<file path="src/rtl/nvram_pkg.sv">
// Shared types and constants for the NVRAM upload/restore paths.
package nvram_pkg;

    typedef enum logic [1:0] {
        StIdle,
        StWaitWin,
        StIssue,
        StCapture
    } nvram_state_e;

    localparam logic [7:0] NVRAM_INDEX = 8'd4;
    localparam logic [7:0] FILL        = 8'hFF;

endpackage

</file>
<file path="src/rtl/nvram_port_arb.sv">
// Work-RAM port borrowing: grants only on idle vblank cycles and holds the grant
// until the owner drops it, regardless of what the CPU does in the meantime.
module nvram_port_arb (
    input  logic clk,
    input  logic rst_n,
    input  logic req,
    input  logic drop,
    input  logic v_blank,
    input  logic cpu_mem_active,
    output logic grant,
    output logic sel
);

    assign grant = req && v_blank && !cpu_mem_active;

    always_ff @(posedge clk or negedge rst_n) begin
        if (!rst_n) begin
            sel <= 1'b0;
        end else if (drop) begin
            sel <= 1'b0;
        end else if (grant) begin
            sel <= 1'b1;
        end
    end

endmodule

</file>
<file path="src/rtl/nvram_upload_reader.sv">
// Serves HPS upload reads of the NVRAM window, stalling ioctl_wait until the byte
// has been fetched from work RAM during an idle vblank cycle.
module nvram_upload_reader
    import nvram_pkg::*;
#(
    parameter int unsigned ADDR_W = 8,
    parameter int unsigned SIZE   = 256,
    parameter logic [15:0] BASE   = 16'h0000,
    parameter logic [7:0]  INDEX  = NVRAM_INDEX
) (
    input  logic        CLK_4M,
    input  logic        nRESET,
    input  logic        ioctl_upload,
    input  logic [7:0]  ioctl_index,
    input  logic        ioctl_rd,
    input  logic [24:0] ioctl_addr,
    output logic [7:0]  ioctl_din,
    output logic        ioctl_wait,
    input  logic        V_BLANK,
    input  logic        cpu_mem_active,
    output logic        ram_sel,
    output logic [15:0] ram_addr,
    input  logic [7:0]  ram_dout,
    output logic        busy,
    output logic        done
);

    localparam logic [24:0]       SizeLim = 25'(SIZE);
    localparam logic [ADDR_W-1:0] LastOff = ADDR_W'(SIZE - 1);

    nvram_state_e      state_q;
    logic [ADDR_W-1:0] offset_q;
    logic              active;
    logic              arb_req;
    logic              arb_drop;
    logic              grant;

    assign active   = ioctl_upload && (ioctl_index == INDEX);
    assign arb_req  = (state_q == StWaitWin) && active;
    // Release the port after the capture edge, or at once if the session goes away.
    assign arb_drop = !active || (state_q == StCapture);
    assign busy     = (state_q != StIdle);

    nvram_port_arb u_arb (
        .clk            (CLK_4M),
        .rst_n          (nRESET),
        .req            (arb_req),
        .drop           (arb_drop),
        .v_blank        (V_BLANK),
        .cpu_mem_active (cpu_mem_active),
        .grant          (grant),
        .sel            (ram_sel)
    );

    always_ff @(posedge CLK_4M or negedge nRESET) begin
        if (!nRESET) begin
            state_q    <= StIdle;
            offset_q   <= '0;
            ioctl_din  <= FILL;
            ioctl_wait <= 1'b0;
            ram_addr   <= BASE;
            done       <= 1'b0;
        end else begin
            done <= 1'b0;
            if (state_q != StIdle && !active) begin
                // Abort: ioctl_din deliberately keeps its last value.
                state_q    <= StIdle;
                ioctl_wait <= 1'b0;
            end else begin
                case (state_q)
                    StIdle: begin
                        if (ioctl_rd && active) begin
                            if (ioctl_addr < SizeLim) begin
                                offset_q   <= ioctl_addr[ADDR_W-1:0];
                                ioctl_wait <= 1'b1;
                                state_q    <= StWaitWin;
                            end else begin
                                ioctl_din <= FILL;
                            end
                        end
                    end
                    StWaitWin: begin
                        if (grant) begin
                            ram_addr <= BASE + 16'(offset_q);
                            state_q  <= StIssue;
                        end
                    end
                    StIssue: begin
                        state_q <= StCapture;
                    end
                    StCapture: begin
                        ioctl_din  <= ram_dout;
                        ioctl_wait <= 1'b0;
                        done       <= (offset_q == LastOff);
                        state_q    <= StIdle;
                    end
                    default: begin
                        state_q <= StIdle;
                    end
                endcase
            end
        end
    end

endmodule

</file>
<file path="config.mk">
export PLATFORM = sky130hd
export DESIGN_NAME = nvram_upload_reader
export DESIGN_NICKNAME = d
export VERILOG_FILES = /design/src/rtl/nvram_pkg.sv /design/src/rtl/nvram_port_arb.sv /design/src/rtl/nvram_upload_reader.sv
export SDC_FILE = /design/constraint.sdc
export NUM_CORES = 1
export LEC_CHECK = 0
export CAP_MARGIN = 10
export CORE_MARGIN = 5
export CORE_UTILIZATION = 35
export DETAILED_ROUTE_END_ITERATION = 10
export PLACE_DENSITY = 0.75
export SYNTH_ARGS = -nofsm -noshare
export SYNTH_HDL_FRONTEND = slang
export SYNTH_SLANG_ARGS = --single-unit
</file>
<file path="constraint.sdc">
create_clock -name CLK_4M -period 2 [get_ports CLK_4M]
set_input_delay 0.4 -clock CLK_4M [delete_from_list [all_inputs] [get_ports CLK_4M]]
set_output_delay 0.4 -clock CLK_4M [all_outputs]
set_load 0.01 [all_outputs]
</file>
# Word-level counts from Yosys, hierarchy flattened
# Index checks and enable logic that the tools add are counted.
# op_classes
n_addsub	0
mul	0
div	0
n_lt_le_gt_ge	1
eq_ne	10
shifts	0
n_mux	16
bitwise_logic	1
reduce_logical	19
# op_table
operator	count
less-than comparator 25 x 9 -> 1 bit (second input constant)	1
2-to-1 mux 8 bit	2
one-hot mux 8 bit (2 select lines)	1
AND reduction 3 bit	3
== test 8 x 3 -> 1 bit (second input constant)	1
== test 8 bit (second input constant)	1
2-to-1 mux 2 bit	4
one-hot mux 2 bit (4 select lines)	1
AND reduction 4 bit	2
2-to-1 mux 1 bit	7
logical AND 1 bit	6
inequality test 3 bit (second input constant)	2
nonzero test 2 bit	3
== test 2 bit (second input constant)	2
inequality test 2 bit (second input constant)	2
inequality test 3 x 2 -> 1 bit (second input constant)	1
nonzero test 3 bit	1
== test 2 x 1 -> 1 bit (second input constant)	1
zero test 1 bit	2
zero test 2 bit	1
one-hot mux 1 bit (2 select lines)	1
logical OR 1 bit	1
inverter 1 bit	1
# word_totals
ff_bits	29
latch_bits	0
ram_bits	0
rom_bits	0
output_inout_bits	28
wordCells	54
memories	0

# Longest topological paths before layout
# depth
ltp_word	8
ltp_mapped	6
ltp_nobuf	6

# Modules after synthesis
# A second synthesis with hierarchy kept.
# hier_totals
hier_cells	115
area_unflattened_um2	1485.2
# by_module_without_submodules
mod	instances	cells_each	area_each_um2	seq_area_each_um2
nvram_upload_reader	1	110	1438.9	710.7
nvram_port_arb	1	5	46.3	25.0

# Least setup slack after synthesis
# OpenSTA, ideal clock, no wires.
# synth_path
kind	input-to-reg
from	input ioctl_addr[24]
to	register offset_q[6]
setup_ps	125
t_arrival_ps	1868
setup_slack_ps	7
stages	4
cell_sequence	or4_4 -> nor4_4 -> nand4_4 -> mux2_4
# synth_via
elab_chain_cells	2
# synth_lines
element	line	rtl
start: declaration	nvram_upload_reader.sv:16	input logic [24:0] ioctl_addr,
less-than comparator 25 x 9 -> 1 bit	nvram_upload_reader.sv:73	if (ioctl_addr < SizeLim) begin
AND reduction 4 bit (no line)	n/a	
end signal: assignment	nvram_upload_reader.sv:74	offset_q <= ioctl_addr[ADDR_W-1:0];
end: declaration	nvram_upload_reader.sv:32	logic [ADDR_W-1:0] offset_q;
# No other way between the ends.
# A chain may end at the register's enable or synchronous reset.

# Worst setup path after layout
# layout_path
from	input ioctl_addr[15]
to	register offset_q[0]
# Same word-level chain as after synthesis.

==> run metrics <==
status completed; met3 Use GR 5.135%; Setup-failing EPs final 0; top cell types by occurrence after synthesis dfrtp_1, mux2_2, buf_4, dfstp_2, o22a_1; WS Path Type in2reg; Placed Instances 233; FFs w/ async S/R, synth 100.0%; Req. time, crit path 2160 ps; number of diodes 0; number of buffers created by CTS 5; CTS tree done; Hold WC Path Type in2async; share of layout cells above drive strength 1 28.13%; clk_skew 4.873 ps; nets@finish 243; CP Buf/Inv Count 2; Seq/Total Area, Yosys 51.04%; vias per cell 4.917; clock-pin slew on the worst setup and hold paths 60 ps; Gate Count Post-Synth 111; met1 Use GR 17.47%; GR Util met2 23.13%; DIE AREA 5502 µm²; port buffer count 66; Max FO, Critical Path 8; Peak supply drop 0.5645 mV; Tcrit/Tclk final 97.11%; clock insertion delay at the later pin of the skew report 280 ps; worst-path cell chain clkdlybuf4s50_1 -> or4_4 -> nor4_4 -> buf_6 -> nand4_4 -> mux2_4; crit start category input pin; total power 1.284 mW; Post-Syn Area 1441 µm²; Syn Area/Cell 12.99 µm²; warnings from Yosys 0; Tmin final 1942 ps; top-count cell post-synth dfrtp_1; endpoints failing hold 0; gr ovfl total 0; Post-CTS Hold Buffers 0; Max-Cap Viols 0; core area 4000 µm²; crit path max-delay cell type or4_4; wire per inst 15.22 µm; number of flops mapped to enable cells by yosys 0; largest net degree at the start of global routing 30; antenna viol nets, final 0; Yosys top cell area share 36.46%; H-tree depth 2; max-slew violations 0; initial antenna violation count 0; power density cells 548.9 nW/µm²; number of global-route vias before repair 1295; root buf cell clkbuf_8; Initial Util 36.03%; Cell variety after synth 35; GRT Total Usage 14.15%; clk sinks 29; io pins 75; via count 1190; first-pass GRT wire length 5968 µm; initial drt markers 31; width of the die 74.18 µm; Achievable Freq 514.9 MHz; WP data arrival 2100 ps; die height 74.18 µm; slowest stage delay, CP 430 ps; Pleak 1.052 nW; CP delay by family, top simple AND/OR/NAND/NOR gates; final std cells w/o fill 242; Final Wtd Congestion 0.7220; area grow syn2layout 62.33%; DP HPWL 2850 µm; std cell rows 23; DRC Markers 0; busiest layer in global routing met2; area leader, netlist dfrtp_1; crit path capture type flop; DR pass1 iterations 2; Routed WL 3684 µm; Yosys reg bits 29; clock buffer depth 2; ys flop type dfrtp_1; leading post-synthesis cells by cell area dfrtp_1, dfstp_2, mux2_2
[cells in the final DEF, fill, tap and decap left out, types with 2 or more instances in the layout]
master           instances
nor2_1                   4
nor4_4                   2
dlygate4sd2_1            7
mux2_2                  14
buf_6                    2
dlymetal6s2s_1           4
dfstp_2                  8
dfrtp_1                 21
or4_4                    3
a31oi_1                  2
mux2_4                   2
nand2_1                  6
buf_4                    7
ha_1                     5
o22a_1                   8
conb_1                   8
nand3_1                  2
clkdlybuf4s50_1         55
clkbuf_8                 7
inv_1                    4
[registers in the layout (all words and copies together) (netlist names)]
name        flops
ioctl_wait      1
offset_q        8
state_q         2
ioctl_din       8
done            1
u_arb.sel       1
ram_addr        8
[kinds of logic (layout without fill, tap and decap cells)]
family | Yosys count | in the layout | share of synthesized area (%)
flops | 29 | 29 | 51.04
compound gates | 22 | 22 | 13.54
mux | 16 | 16 | 12.76
other cells | 1 | 8 | 0.2602
simple gates | 25 | 25 | 12.59
buf+inv | 13 | 87 | 5.468
fa+ha+maj | 5 | 5 | 4.340
[metrics by stage]
stage,TNS [ps],cell area (µm²),setup slack [ps],utilization (%),hold slack (ps)
2_1_floorplan,0,1468,7.451,-,104.4
3_3_place_gp,-7705,2187,-376.9,54.68,492.9
3_5_place_dp,-8831,2187,-389.4,54.68,496.4
4_1_cts,0,2317,1.906,57.93,493.6
5_1_grt,-16.00,2340,-14.32,58.49,519.2
6_report,0,2340,57.83,58.49,490.7
[final cells by class]
cell class	instances	area (µm²)
multi-input combinational	76	688.2
inverter	4	15.01
fill	332	1660
timing repair buffer	75	737.0
tap	50	62.56
clock buffer	7	96.34
sequential	29	735.7
clock inverter	1	5.005
[layer usage]
layer	vias to the layer above	routed length, µm
li1	560	-
met1	567	1450
met2	61	1771
met3	2	436
met4	0	25
met5	-	0
[path summary, 6_finish.rpt]
path / start / end / slack, ps / cells after the start
max: ioctl_addr[15] / offset_q[0]$_DFFE_PN0P_ / 60 / 6
min: nRESET / ram_addr[3]$_DFFE_PN0P_ / 490 / 2
max reg2reg: state_q[0]$_DFFE_PN0P_ / offset_q[0]$_DFFE_PN0P_ / 270 / 6
min reg2reg: ram_addr[4]$_DFFE_PN0P_ / ram_addr[4]$_DFFE_PN0P_ / 510 / 1
max in group asynchronous: nRESET / ioctl_din[7]$_DFFE_PN1P_ / 1200 / 2
min in group CLK_4M: ram_addr[4]$_DFFE_PN0P_ / ram_addr[4]$_DFFE_PN0P_ / 510 / 1
[where the power goes]
| group | total [mW] | switching [mW] | internal [mW] |
|---|---|---|---|
| sequential | 0.604 | 0.00369 | 0.601 |
| clock | 0.524 | 0.214 | 0.310 |
| combinational | 0.156 | 0.0523 | 0.103 |
| total | 1.28 | 0.270 | 1.01 |
[what timing repair did]
item / 4_1_cts / 5_1_grt
pin swaps: 15 / 4
resized for setup: 13 / 7
setup buffers: 1 / 0
gates cloned: 0 / 0
endpoints found under the setup margin: 19 / 25
[worst reg2reg max path, stage by stage, from the launching register on]
cell and delay [ps]:
dfrtp_1 410, inv_1 140, ha_1 220, inv_1 80, nor2_1 210, nand4_4 210, mux2_4 340
Power figures use the tool's default switching activity.
